<file path="src/rtl/display_scanner_if.sv">
// Bundle of the scanner's display-side signals; the scanner owns the o_* outputs,
// the surrounding controller owns the i_* inputs.
interface display_scanner_if;
  logic        i_tick;
  logic        i_enable;
  logic [15:0] i_digits;
  logic [3:0]  i_dp;
  logic        i_blank_lz;
  logic [3:0]  o_anode;
  logic [6:0]  o_seg;
  logic        o_dp;
  logic [1:0]  o_digit_sel;

  modport master (
    output i_tick, i_enable, i_digits, i_dp, i_blank_lz,
    input  o_anode, o_seg, o_dp, o_digit_sel
  );

  modport slave (
    input  i_tick, i_enable, i_digits, i_dp, i_blank_lz,
    output o_anode, o_seg, o_dp, o_digit_sel
  );
endinterface

</file>
<file path="src/rtl/display_scanner.sv">
// Time-multiplexed 4-digit 7-segment scanner: one digit per tick step, an all-dark
// guard before every digit change, per-frame input latching and leading-zero blanking.
module display_scanner #(
  parameter int GUARD_CYCLES = 16
) (
  input  logic              i_clk,
  input  logic              i_reset,
  display_scanner_if.slave  bus
);

  localparam int CNT_W = (GUARD_CYCLES > 1) ? $clog2(GUARD_CYCLES) : 1;
  localparam logic [CNT_W-1:0] CNT_LAST = CNT_W'(GUARD_CYCLES - 1);

  localparam logic [1:0] ST_IDLE  = 2'd0;
  localparam logic [1:0] ST_GUARD = 2'd1;
  localparam logic [1:0] ST_ON    = 2'd2;

  // Tick synchronizer and rising-edge detector
  logic tick_sync1, tick_sync2, tick_hist;
  logic step_p;

  // NOTE: sequential state is written with non-blocking assignments only, so every
  // flop samples the pre-edge value of its neighbours regardless of block order.
  always_ff @(posedge i_clk or posedge i_reset) begin
    if (i_reset) begin
      tick_sync1 <= 1'b0;
      tick_sync2 <= 1'b0;
      tick_hist  <= 1'b0;
    end else begin
      tick_sync1 <= bus.i_tick;
      tick_sync2 <= tick_sync1;
      tick_hist  <= tick_sync2;
    end
  end

  assign step_p = tick_sync2 & ~tick_hist;

  // Scan state
  logic [1:0]       state;
  logic [CNT_W-1:0] guard_cnt;
  logic [1:0]       idx;
  logic [15:0]      frame_digits;
  logic [3:0]       frame_dp;
  logic             frame_blz;
  logic [3:0]       anode;
  logic [6:0]       seg;
  logic             dp;

  function automatic logic [6:0] hex_to_seg(input logic [3:0] nib);
    logic [6:0] s;
    case (nib)
      4'h0: s = 7'h40;
      4'h1: s = 7'h79;
      4'h2: s = 7'h24;
      4'h3: s = 7'h30;
      4'h4: s = 7'h19;
      4'h5: s = 7'h12;
      4'h6: s = 7'h02;
      4'h7: s = 7'h78;
      4'h8: s = 7'h00;
      4'h9: s = 7'h10;
      4'hA: s = 7'h08;
      4'hB: s = 7'h03;
      4'hC: s = 7'h46;
      4'hD: s = 7'h21;
      4'hE: s = 7'h06;
      default: s = 7'h0E;
    endcase
    return s;
  endfunction

  // A digit is a leading zero when it and every more significant digit are zero.
  function automatic logic digit_blanked(input logic [15:0] digits,
                                         input logic        blz,
                                         input logic [1:0]  sel);
    logic lz;
    case (sel)
      2'd3:    lz = (digits[15:12] == 4'h0);
      2'd2:    lz = (digits[15:8]  == 8'h00);
      2'd1:    lz = (digits[15:4]  == 12'h000);
      default: lz = 1'b0;
    endcase
    return blz & lz;
  endfunction

  // Next-slot decode; a step into digit 0 opens a new frame and uses live inputs.
  logic [1:0]  next_idx;
  logic [15:0] src_digits;
  logic [3:0]  src_dp;
  logic        src_blz;
  logic        next_blank;
  logic [6:0]  next_seg;
  logic        next_dp;
  logic [3:0]  on_anode;

  // NOTE: each always_comb output gets a default at the top so no path leaves it
  // unassigned, which is what keeps latches from being inferred.
  always_comb begin
    next_idx   = idx + 2'd1;
    src_digits = frame_digits;
    src_dp     = frame_dp;
    src_blz    = frame_blz;
    if (next_idx == 2'd0) begin
      src_digits = bus.i_digits;
      src_dp     = bus.i_dp;
      src_blz    = bus.i_blank_lz;
    end
    next_blank = digit_blanked(src_digits, src_blz, next_idx);
    next_seg   = next_blank ? 7'h7F : hex_to_seg(src_digits[{next_idx, 2'b00} +: 4]);
    next_dp    = next_blank | ~src_dp[next_idx];
    on_anode   = digit_blanked(frame_digits, frame_blz, idx) ? 4'hF
                                                             : ~(4'b0001 << idx);
  end

  always_ff @(posedge i_clk or posedge i_reset) begin
    if (i_reset) begin
      state        <= ST_IDLE;
      guard_cnt    <= '0;
      idx          <= 2'd3;
      // NOTE: the frame latch is a handful of flops, not a RAM, so it is reset to
      // keep the first blanking decision after reset free of X.
      frame_digits <= 16'h0000;
      frame_dp     <= 4'h0;
      frame_blz    <= 1'b0;
      anode        <= 4'hF;
      seg          <= 7'h7F;
      dp           <= 1'b1;
    end else if (!bus.i_enable) begin
      state <= ST_IDLE;
      anode <= 4'hF;
    end else if (step_p) begin
      // Segments change with the anodes dark so they settle during the guard.
      state     <= ST_GUARD;
      guard_cnt <= '0;
      idx       <= next_idx;
      anode     <= 4'hF;
      seg       <= next_seg;
      dp        <= next_dp;
      if (next_idx == 2'd0) begin
        frame_digits <= bus.i_digits;
        frame_dp     <= bus.i_dp;
        frame_blz    <= bus.i_blank_lz;
      end
    end else begin
      case (state)
        ST_GUARD: begin
          if (guard_cnt == CNT_LAST) begin
            state <= ST_ON;
            anode <= on_anode;
          end else begin
            guard_cnt <= guard_cnt + CNT_W'(1);
          end
        end
        default: ;
      endcase
    end
  end

  assign bus.o_anode     = anode;
  assign bus.o_seg       = seg;
  assign bus.o_dp        = dp;
  assign bus.o_digit_sel = idx;

endmodule
</file>
<file path="src/flat_wrapper.sv">
// flat-port wrapper written by rule: the top's interface ports become plain ports
module display_scanner_flat 
#(
  parameter int GUARD_CYCLES = 16
)
  (i_clk, i_reset, bus_i_tick, bus_i_enable, bus_i_digits, bus_i_dp, bus_i_blank_lz, bus_o_anode, bus_o_seg, bus_o_dp, bus_o_digit_sel);
  display_scanner_if bus_i ();
  input  logic i_clk;
  input  logic i_reset;
  input wire logic [$bits(bus_i.i_tick)-1:0] bus_i_tick;
  input wire logic [$bits(bus_i.i_enable)-1:0] bus_i_enable;
  input wire logic [$bits(bus_i.i_digits)-1:0] bus_i_digits;
  input wire logic [$bits(bus_i.i_dp)-1:0] bus_i_dp;
  input wire logic [$bits(bus_i.i_blank_lz)-1:0] bus_i_blank_lz;
  output wire logic [$bits(bus_i.o_anode)-1:0] bus_o_anode;
  output wire logic [$bits(bus_i.o_seg)-1:0] bus_o_seg;
  output wire logic [$bits(bus_i.o_dp)-1:0] bus_o_dp;
  output wire logic [$bits(bus_i.o_digit_sel)-1:0] bus_o_digit_sel;
  assign bus_i.i_tick = bus_i_tick;
  assign bus_i.i_enable = bus_i_enable;
  assign bus_i.i_digits = bus_i_digits;
  assign bus_i.i_dp = bus_i_dp;
  assign bus_i.i_blank_lz = bus_i_blank_lz;
  assign bus_o_anode = bus_i.o_anode;
  assign bus_o_seg = bus_i.o_seg;
  assign bus_o_dp = bus_i.o_dp;
  assign bus_o_digit_sel = bus_i.o_digit_sel;
  display_scanner #(.GUARD_CYCLES(GUARD_CYCLES)) u_core (.i_clk(i_clk), .i_reset(i_reset), .bus(bus_i));
endmodule
</file>
<file path="config.mk">
export PLATFORM = sky130hd
export DESIGN_NAME = display_scanner_flat
export DESIGN_NICKNAME = d
export VERILOG_FILES = /design/src/rtl/display_scanner_if.sv /design/src/rtl/display_scanner.sv /design/src/flat_wrapper.sv
export SDC_FILE = /design/constraint.sdc
export NUM_CORES = 1
export LEC_CHECK = 0
export BUFFER_PORTS_ARGS = -buffer_cell sky130_fd_sc_hd__buf_2
export CAP_MARGIN = 25
export CORE_ASPECT_RATIO = 0.5
export CORE_MARGIN = 2
export CORE_UTILIZATION = 50
export DETAILED_ROUTE_END_ITERATION = 12
export PLACE_DENSITY = 0.71
export RECOVER_POWER = 25
export SYNTH_ARGS = -nofsm -noshare
export SYNTH_HDL_FRONTEND = slang
export SYNTH_SLANG_ARGS = --single-unit
</file>
<file path="constraint.sdc">
create_clock -name i_clk -period 8.59 [get_ports i_clk]
set_clock_uncertainty 0.2 [all_clocks]
set_input_delay 0.4295 -clock i_clk [delete_from_list [all_inputs] [get_ports i_clk]]
set_output_delay 0.4295 -clock i_clk [all_outputs]
set_load 0.02 [all_outputs]
</file>
==> run summary <==
Status = complete, but fails checks
Failing checks = negative hold slack
XOR/XNOR Fraction of Synth Area = 0.0105
Post-Layout Cell Count = 352
GPL Wtd Cong = 0.813
CP Class = flip-flop to flip-flop
Mapped Cells = 246
Critical path cell sequence = ha_1, mux2i_1, a22oi_1, nand3_1, inv_1, ha_1, inv_1, o21ai_0, o21ai_0, a21oi_1
Synth Area in Compound Gates = 0.127
Max clock buf depth = 2
P&R area growth vs syn = 12.3%
Vias/cell = 5.38
Reg2reg path depth = 10
Setup Slack @ Placement = 5.21 ns
Post-cts sizing count = 0
# diodes = 0
Main synth FF type = dfrtp_1
DRT iter0 DRCs = 67
Cell variety after synth = 46
Max Clk Rate = 0.292 GHz
Number of global-route vias before repair = 1873
Post-Synth Adder-Cell Area = 0.0698
Full die area = 5640 um2
Cts hold-fix bufs = 0
Overflow after GRT = 0
Die height = 54.1 um
Num CTS Buffers = 5
Crit path required time = 8.63 ns
Synth warnings = 0
Register bit total from synthesis = 44
Fin Hold WS = -0.0000268 ns
ANT nets after route = 0
Sequential-to-total area share from yosys stat = 0.446
RR Endpoint = u_core.bus.o_seg[4]
GRT Overall Usage = 0.199
Final number of setup-violating endpoints = 0
Worst slew margin = 0.0183
Crit path buffers/inverters = 2
EDFF count, synth = 0
Share of cells above drive strength 1 = 0.294
Worst setup EP type = flip-flop
Reg-to-reg startpoint = u_core.bus.o_digit_sel[0]
Final Cycle Share = 0.399
H-tree Lvls = 2
IO Count = 39
Port bufs = 38
Final wirelength = 5190 um
Worst skew pair latency = 0.31 ns
Power, Total = 1100 uW
DR vias = 1892
DRC viols = 0
Main combinational cell family by area after synthesis = simple AND/OR/NAND/NOR gates
Top Family by Delay on Critical Path = adder cells
Most common cell in the netlist = nor2_1
Average cell area after synthesis = 10.2 um2
Sequential Area = 1120 um2
Initial antenna violation count = 0
Core Region = 4890 um2
Post-route setup TNS = 0 ns
Critical Path Start Type = flip-flop
Slowest CP cell = ha_1
Post-CTS Setup Inserts = 0
Largest net degree at the start of global routing = 42
WP data arrival = 3.46 ns
Synthesized Nets = 285
Slew Viols, Final = 0
Mapped cell area = 2510 um2
RSZ-0062 raised after global routing = no
First-pass GRT wire length = 8640 um
Most frequent cells after synthesis = nor2_1 (31), dfrtp_1 (30), nand2_1 (24)
Simple-gate share of the synthesized area = 0.172
Dpl cells = 344
Crit path time final = 3.43 ns
Worst setup path start = u_core.bus.o_digit_sel[0]
Max cap viols = 0
Multiplexer area fraction after synthesis = 0.136
Worst-path clk slew = 0.09 ns
Root cell of the clock tree = clkbuf_8
Starting Density = 0.514
Post-synth top area cell = dfrtp_1
Drt first pass iters = 4
Leakage power = 0.00120 uW
Critical-path maximum fanout = 19
CP peak stage delay = 0.76 ns
Proportion of netlist area held by the largest area contributor = 0.299
Async S/R FF share, synth = 1.00
Routed wire length per instance = 14.7 um
Site row count = 18
DP HPWL = 3860 um
Multi-input gate area = 1290 um2
Min-delay worst type = input port to asynchronous set/reset pin
Count of nets after finishing = 320
Die Width = 104 um
Top cells by area, synth = dfrtp_1 (30%), dfstp_2 (15%), ha_1 (7.0%)
Pwr dens = 389 nW/um2
FILL cells = 430
Hold Violations, Final = 1
Setup WS post-layout = 5.16 ns
CTS tree = done
Max IR drop VDD = 196 uV
CTS sink count = 44
Worst Tran Pin Value = 1.47 ns
FF-to-FF setup slack = 5.16 ns
report_power, final:
| group | internal, uW | switching, uW | total (uW) |
|---|---|---|---|
| combinational | 251 | 357 | 608 |
| clock | 64.2 | 71.2 | 135 |
| sequential | 297 | 57.4 | 354 |
metrics by stage:
step / util / hold WS, ns / area [um2]
3_5_place_dp: 0.559 / 0.154 / 2730
5_1_grt: 0.577 / 0.0189 / 2820
6_report: 0.577 / -0.0000268 / 2820
4_1_cts: 0.578 / 0.0199 / 2820
3_3_place_gp: 0.559 / 0.137 / 2730
2_1_floorplan: - / 0.131 / 2510
how the worst max path moves through the flow:
stage / endpoint / slack [ns] / cells past startpoint
floorplan: u_core.bus.o_seg[0] / 5.63 / 12
global placement: u_core.bus.o_seg[4] / 5.35 / 10
detailed placement: u_core.bus.o_seg[4] / 5.21 / 10
CTS: u_core.bus.o_seg[4] / 5.18 / 10
global route: u_core.bus.o_seg[4] / 4.96 / 10
finish: u_core.bus.o_seg[4] / 5.16 / 10
logic make-up after synthesis:
| group | after synthesis |
|---|---|
| AOI/OAI and AO/OA | 49 |
| xor gates and xnor gates | 3 |
| adders and majority gates | 14 |
| buffers and inverters | 19 |
| DFF | 44 |
| muxes | 29 |
| and+or+nand+nor | 88 |
registers in the layout, summed over array words and instances (netlist names):
name / flops
u_core.bus.o_dp: 1
u_core.guard_cnt: 4
u_core.frame_blz: 1
u_core.bus.o_digit_sel: 2
u_core.state: 2
u_core.tick_sync2: 1
u_core.bus.o_anode: 4
u_core.tick_hist: 1
u_core.bus.o_seg: 7
u_core.tick_sync1: 1
u_core.frame_dp: 4
u_core.frame_digits: 16
placed cells by master (no fill, tap or decap), types with 2 or more instances in the layout:
master / n
buf_2: 38
nor2_1: 31
dfrtp_1: 30
nand2_1: 24
a21oi_1: 21
mux2i_1: 15
ha_1: 14
dfstp_2: 14
mux2_2: 11
nand3_1: 8
inv_1: 7
o21ai_0: 6
clkbuf_8: 6
a22oi_1: 4
and2_1: 3
o22ai_1: 3
o211ai_1: 3
mux4_2: 3
a21oi_2: 3
a31oi_1: 3
nor2b_1: 2
nand2b_1: 2
xor2_1: 2
or4_1: 2
nor3_1: 2
nand3b_1: 2
a211o_1: 2
clkinv_2: 2
cell type report:
cell class	instances	share of cell area
Multi-Input combinational cell	183	0.459
Tap cell	70	0.0311
Timing Repair Buffer	40	0.0715
Sequential cell	44	0.397
Clock inverter	2	0.00355
Inverter	7	0.00932
Clock buffer	6	0.0293
routing by layer:
layer / GRT usage / share of wire / vias up
met3: 0.0557 / 0.042 / 5
met4: 0.0518 / 0.0077 / 0
met5: 0 / 0 / -
li1: - / - / 943
met2: 0.345 / 0.46 / 35
met1: 0.252 / 0.49 / 909
Power figures use the tool's default switching activity.
